`src/rtl/uart_tx_buffered_if.sv`:
```
// Write-side bus of uart_tx_buffered: byte strobe from the message unit plus FIFO status.
interface uart_tx_buffered_if #(
    parameter int FIFO_DEPTH = 16
);
    localparam int CW = $clog2(FIFO_DEPTH) + 1;

    logic [7:0]    data_in;
    logic          data_valid;
    logic          fifo_full;
    logic [CW-1:0] fifo_count;
    logic          overflow;

    modport master (
        output data_in, data_valid,
        input  fifo_full, fifo_count, overflow
    );

    modport slave (
        input  data_in, data_valid,
        output fifo_full, fifo_count, overflow
    );
endinterface

```
`src/rtl/uart_tx_buffered.sv`:
```
// Byte FIFO feeding an 8N1 UART transmitter; pulses eom_pulse after the stop bit of EOM_CHAR.
module uart_tx_buffered #(
    parameter int         CLKS_PER_BIT = 434,
    parameter int         FIFO_DEPTH   = 16,
    parameter logic [7:0] EOM_CHAR     = 8'h23
) (
    input  logic              clk_50M,
    input  logic              reset,
    uart_tx_buffered_if.slave bus,
    output logic              tx,
    output logic              tx_busy,
    output logic              eom_pulse
);
    localparam int AW = (FIFO_DEPTH > 1) ? $clog2(FIFO_DEPTH) : 1;
    localparam int CW = AW + 1;
    localparam int BW = (CLKS_PER_BIT > 1) ? $clog2(CLKS_PER_BIT) : 1;
    localparam logic [BW-1:0] BAUD_LAST = BW'(CLKS_PER_BIT - 1);
    localparam logic [CW-1:0] DEPTH     = CW'(FIFO_DEPTH);

    localparam logic [1:0] IDLE  = 2'd0;
    localparam logic [1:0] START = 2'd1;
    localparam logic [1:0] DATA  = 2'd2;
    localparam logic [1:0] STOP  = 2'd3;

    logic [7:0]    mem [FIFO_DEPTH];
    logic [AW-1:0] wr_ptr;
    logic [AW-1:0] rd_ptr;
    logic [CW-1:0] count;
    logic [CW-1:0] count_next;
    logic          full_q;
    logic          ovf_q;

    logic [1:0]    state;
    logic [BW-1:0] baud;
    logic [2:0]    bit_idx;
    logic [7:0]    shift;
    logic          is_eom;

    logic push;
    logic pop;
    logic baud_done;

    // A full FIFO drops the write even when the transmitter pops on the same edge.
    assign push      = bus.data_valid && (count != DEPTH);
    assign pop       = (state == IDLE) && (count != '0);
    assign baud_done = (baud == BAUD_LAST);

    always_comb begin
        count_next = count;
        if (push && !pop) begin
            count_next = count + CW'(1);
        end else if (pop && !push) begin
            count_next = count - CW'(1);
        end
    end

    always_ff @(posedge clk_50M) begin
        if (push) begin
            mem[wr_ptr] <= bus.data_in;
        end
    end

    always_ff @(posedge clk_50M or posedge reset) begin
        if (reset) begin
            wr_ptr <= '0;
            rd_ptr <= '0;
            count  <= '0;
            full_q <= 1'b0;
            ovf_q  <= 1'b0;
        end else begin
            if (push) begin
                wr_ptr <= wr_ptr + AW'(1);
            end
            if (pop) begin
                rd_ptr <= rd_ptr + AW'(1);
            end
            count  <= count_next;
            full_q <= (count_next == DEPTH);
            if (bus.data_valid && !push) begin
                ovf_q <= 1'b1;
            end
        end
    end

    // tx is registered, so the wire trails the state by one cycle; every bit still lasts CLKS_PER_BIT.
    always_ff @(posedge clk_50M or posedge reset) begin
        if (reset) begin
            state     <= IDLE;
            baud      <= '0;
            bit_idx   <= '0;
            shift     <= '0;
            is_eom    <= 1'b0;
            tx        <= 1'b1;
            eom_pulse <= 1'b0;
        end else begin
            eom_pulse <= 1'b0;
            case (state)
                IDLE: begin
                    tx <= 1'b1;
                    if (pop) begin
                        shift  <= mem[rd_ptr];
                        is_eom <= (mem[rd_ptr] == EOM_CHAR);
                        baud   <= '0;
                        state  <= START;
                    end
                end
                START: begin
                    tx <= 1'b0;
                    if (baud_done) begin
                        baud    <= '0;
                        bit_idx <= '0;
                        state   <= DATA;
                    end else begin
                        baud <= baud + BW'(1);
                    end
                end
                DATA: begin
                    tx <= shift[0];
                    if (baud_done) begin
                        baud  <= '0;
                        shift <= {1'b0, shift[7:1]};
                        if (bit_idx == 3'd7) begin
                            state <= STOP;
                        end else begin
                            bit_idx <= bit_idx + 3'd1;
                        end
                    end else begin
                        baud <= baud + BW'(1);
                    end
                end
                default: begin
                    tx <= 1'b1;
                    if (baud_done) begin
                        baud      <= '0;
                        state     <= IDLE;
                        eom_pulse <= is_eom;
                    end else begin
                        baud <= baud + BW'(1);
                    end
                end
            endcase
        end
    end

    assign tx_busy        = (state != IDLE);
    assign bus.fifo_count = count;
    assign bus.fifo_full  = full_q;
    assign bus.overflow   = ovf_q;
endmodule

```
`src/flat_wrapper.sv`:
```
// flat-port wrapper written by rule: the top's interface ports become plain ports
module uart_tx_buffered_flat 
#(
    parameter int         CLKS_PER_BIT = 434,
    parameter int         FIFO_DEPTH   = 16,
    parameter logic [7:0] EOM_CHAR     = 8'h23
)
  (clk_50M, reset, tx, tx_busy, eom_pulse, bus_data_in, bus_data_valid, bus_fifo_full, bus_fifo_count, bus_overflow);
  uart_tx_buffered_if #(.FIFO_DEPTH(FIFO_DEPTH)) bus_i ();
  input  logic clk_50M;
  input  logic reset;
  output logic tx;
  output logic tx_busy;
  output logic eom_pulse;
  input wire logic [$bits(bus_i.data_in)-1:0] bus_data_in;
  input wire logic [$bits(bus_i.data_valid)-1:0] bus_data_valid;
  output wire logic [$bits(bus_i.fifo_full)-1:0] bus_fifo_full;
  output wire logic [$bits(bus_i.fifo_count)-1:0] bus_fifo_count;
  output wire logic [$bits(bus_i.overflow)-1:0] bus_overflow;
  assign bus_i.data_in = bus_data_in;
  assign bus_i.data_valid = bus_data_valid;
  assign bus_fifo_full = bus_i.fifo_full;
  assign bus_fifo_count = bus_i.fifo_count;
  assign bus_overflow = bus_i.overflow;
  uart_tx_buffered #(.CLKS_PER_BIT(CLKS_PER_BIT), .FIFO_DEPTH(FIFO_DEPTH), .EOM_CHAR(EOM_CHAR)) u_core (.clk_50M(clk_50M), .reset(reset), .bus(bus_i), .tx(tx), .tx_busy(tx_busy), .eom_pulse(eom_pulse));
endmodule
```
`config.mk`:
```
export PLATFORM = sky130hd
export DESIGN_NAME = uart_tx_buffered_flat
export DESIGN_NICKNAME = d
export VERILOG_FILES = /design/src/rtl/uart_tx_buffered_if.sv /design/src/rtl/uart_tx_buffered.sv /design/src/flat_wrapper.sv
export SDC_FILE = /design/constraint.sdc
export NUM_CORES = 1
export LEC_CHECK = 0
export BUFFER_PORTS_ARGS = -buffer_cell sky130_fd_sc_hd__buf_4
export CORE_MARGIN = 5
export CORE_UTILIZATION = 55
export CTS_CLUSTER_SIZE = 14
export DETAILED_ROUTE_END_ITERATION = 16
export PLACE_DENSITY = 0.72
export SLEW_MARGIN = 20
export SYNTH_ARGS = -nofsm -noshare
export SYNTH_HDL_FRONTEND = slang
export SYNTH_SLANG_ARGS = --single-unit
export TNS_END_PERCENT = 5
```
`constraint.sdc`:
```
create_clock -name clk_50M -period 4.45 [get_ports clk_50M]
set_input_delay 0.445 -clock clk_50M [delete_from_list [all_inputs] [get_ports clk_50M]]
set_output_delay 0.445 -clock clk_50M [all_outputs]
set_load 0.005 [all_outputs]
```
==> summary.md <==
| Metric | Value |
|---|---|
| Worst path required time | 4.78 ns |
| Seq/Total Area, Yosys | 68.2% |
| WL met3 | 582 um |
| Reg2Reg Capture Point | u_core.is_eom$_DFFE_PP0P_ |
| Static Leak | 2.86 nW |
| Final wirelength | 13100 um |
| RR Startpoint | u_core.rd_ptr[2]$_DFFE_PP0P_ |
| Max clock buf depth | 2 |
| Clk root buf | clkbuf_16 |
| Gpl congestion | 0.813 |
| DR vias | 3719 |
| Post-DR vias/cell | 5.87 |
| Syn Nets | 449 |
| Gate power share | 10.8% |
| CP arrival | 3.22 ns |
| DR pass1 iterations | 4 |
| Total GRT Usage | 18.8% |
| Residual DRC | 0 |
| Port Buffers | 20 |
| Setup violations, final | 0 |
| Slew Limit Fails | 0 |
| Detail Route Antenna Nets | 0 |
| Hold buffer count at cts | 0 |
| Critical Path Sink Type | register |
| Die ar. | 15300 um2 |
| Final Cycle Share | 64.8% |
| Clock-pin slew on the worst setup and hold paths | 0.06 ns |
| Final #Nets | 475 |
| Flop-to-flop setup slack | 1.56 ns |
| Worst-Margin Slew | 1.08 ns |
| Number of synthesized flops with an enable pin | 128 |
| Filler Cells Inserted | 899 |
| DR top layer | met4 |
| Post-CTS sizing | 0 |
| Fmax | 0.347 GHz |
| Wire length per cell | 20.6 um |
| DR iter-0 viols | 353 |
| H-Tree Depth | 4 |
| Status | finished clean |
| Core area | 12600 um2 |
| Synthesized flop and latch total | 168 |
| Worst slew margin | 28.1% |
| CTS sink cnt | 168 |
| Clk pwr share | 38.2% |
| First-pass GRT wire length | 20800 um |
| Starting Density | 56.3% |
| Die height | 124 um |
| Fin Setup TNS | 0 ns |
| Internal power | 0.00288 W |
| Worst VDD drop | 0.365 mV |
| Vias in the first global route | 3789 |
| Fraction of registers with async set/reset | 23.8% |
| Switch Pwr | 0.000944 W |
| Worst Hold Class | in -> async |
| Max Cap Viol | 0 |
| HPWL Detailed | 8560 um |
| Final min period | 2.89 ns |
| Layout cells sized above 1 | 19.9% |
| Met2 wire len | 6680 um |
| Diode count | 0 |
| CP startpoint | u_core.rd_ptr[2]$_DFFE_PP0P_ |
| Clock Latency Late Sink | 0.43 ns |
| Final hold violation count | 0 |
| Mean post-synth cell area | 16.8 um2 |
| Type of origin of the critical path | register |
| Sequential group share of total power | 51.0% |
| Core Rows | 41 |
| WS Path Type | reg -> reg |
| Post-synth cell types | 49 |
| Initial antenna violation count | 0 |
| I/O pin cnt | 21 |
| Num CTS Buffers | 17 |
| Critical path peak fanout | 24 |
| M1 WL | 5630 um |
| Pin count of the biggest net entering global routing | 41 |
| TritonCTS clock tree | yes |
| RSZ-0062 raised after global routing | false |
| Layout Skew | 0.0130 ns |
| Cells after synthesis | 423 |
| Postcts setup bufs | 0 |
| Synth Cell Area | 7100 um2 |
| PD cells | 479 nW/um2 |
| P&R area growth vs syn | 12.5% |
| Chip width | 124 um |
| Post-synth top flop | edfxtp_1 |
| Net Sw Frac | 24.7% |
| Final hold slack | 0.160 ns |
| Ys Warns | 0 |
| CP endpoint | u_core.is_eom$_DFFE_PP0P_ |
| Reg2Reg Depth | 6 |
| Total grt overflow | 0 |
-- logic make-up after synthesis --
kind of cell | Yosys count | share of synthesized area [%]
buffers and inverters | 33 | 2.22
muxes | 50 | 13.4
and+or+nand+nor | 96 | 7.05
adders and majority gates | 17 | 2.92
DFF | 168 | 68.2
AOI/OAI and AO/OA | 47 | 4.53
xor gates and xnor gates | 12 | 1.67
-- worst min path at each step --
stage	to	cells past startpoint
floorplan	u_core.is_eom$_DFFE_PP0P_	2
global placement	u_core.bus.overflow$_DFFE_PP0P_	1
detailed placement	u_core.bus.overflow$_DFFE_PP0P_	1
CTS	u_core.bus.fifo_count[0]$_DFF_PP0_	3
global route	u_core.bus.overflow$_DFFE_PP0P_	3
finish	u_core.baud[1]$_DFFE_PP0N_	3
-- metrics by stage --
stage,area [um2],setup slack (ns),power [W],utilization [%],instances
floorplan,7100,2.17,0.00222,-,423
global placement,7400,1.68,0.00238,58.7,602
detailed placement,7400,1.62,0.00240,58.7,602
CTS,7990,1.56,0.00384,63.3,634
global route,7990,1.44,0.00397,63.3,634
finish,7990,1.56,0.00382,63.3,634
-- layout by cell type, fill, tap and decap left out, types with 3 or more instances in the layout --
cell	n
o21ai_0	16
inv_1	16
inv_8	3
nand2_1	34
mux2_2	13
o21bai_1	3
clkinv_1	3
and3_1	4
mux4_2	23
nand4_1	5
mux4_1	9
buf_4	24
edfxtp_1	128
nor2_1	17
xnor2_1	9
a22oi_1	10
nand3_1	3
and4_1	4
a22o_1	7
dfrtp_1	38
nand4bb_1	3
ha_1	15
mux2i_1	5
inv_6	3
and2_1	14
clkbuf_16	17
-- state kept, by name (all words and copies together) (netlist names) --
signal	count
u_core.state	2
u_core.bit_idx	3
u_core.wr_ptr	4
u_core.bus.fifo_full	1
u_core.eom_pulse	1
u_core.shift	8
u_core.is_eom	1
u_core.bus.fifo_count	5
u_core.bus.overflow	1
u_core.tx	1
u_core.baud	9
u_core.mem	128
u_core.rd_ptr	4
-- synthesized netlist by cell type, types with 2 or more instances --
library cell	count	share of area (%)
a22o_1	7	0.86
a22oi_1	10	1.1
a31oi_1	2	0.18
and2_1	14	1.2
and3_1	4	0.35
and4_1	4	0.49
buf_2	3	0.21
clkbuf_1	9	0.48
clkbuf_2	2	0.14
dfrtp_1	39	14
edfxtp_1	128	54
ha_1	15	2.6
inv_1	16	0.85
maj3_1	2	0.28
mux2_2	13	2.1
mux2i_1	5	0.70
mux4_1	9	3.3
mux4_2	23	7.3
nand2_1	34	1.8
nand3_1	3	0.21
nand4_1	5	0.44
nand4bb_1	3	0.48
nor2_1	17	0.90
nor2b_1	2	0.18
nor3_1	2	0.14
nor3b_1	2	0.21
nor4_1	2	0.18
o21ai_0	16	1.1
o21bai_1	3	0.32
xnor2_1	9	1.1
xor2_1	2	0.25
-- per-layer routing --
layer | GRT usage (%) | up-vias
met2 | 30.6 | 88
li1 | - | 1692
met4 | 5.67 | 0
met1 | 25.0 | 1925
met5 | 0 | -
met3 | 4.90 | 14
-- power groups by stage --
| stage | logic (W) | registers [W] | clock network [W] |
|---|---|---|---|
| 2_1_floorplan | 0.000271 | 0.00195 | 0 |
| 3_3_place_gp | 0.000411 | 0.00197 | 0 |
| 3_5_place_dp | 0.000420 | 0.00198 | 0 |
| 4_1_cts | 0.000421 | 0.00195 | 0.00147 |
| 5_1_grt | 0.000456 | 0.00197 | 0.00154 |
| 6_report | 0.000414 | 0.00195 | 0.00146 |
-- critical path, cell delays in order (launching register included) --
cell and delay [ns]:
dfrtp_1 1.05, buf_4 0.33, mux4_2 0.33, a22oi_1 0.22
nand2_1 0.13, or4_1 0.51, o31ai_2 0.21
-- final cells by class --
class	instances	area, um2	share of cell area (%)
clock buffer	17	425	5.32
clock inverter	15	164	2.05
inverter	16	60.1	0.752
multi-input combinational	222	2100	26.3
sequential	168	4850	60.7
tap	172	215	2.69
timing repair buffer	24	180	2.25
(Power assumes the default switching activity.)
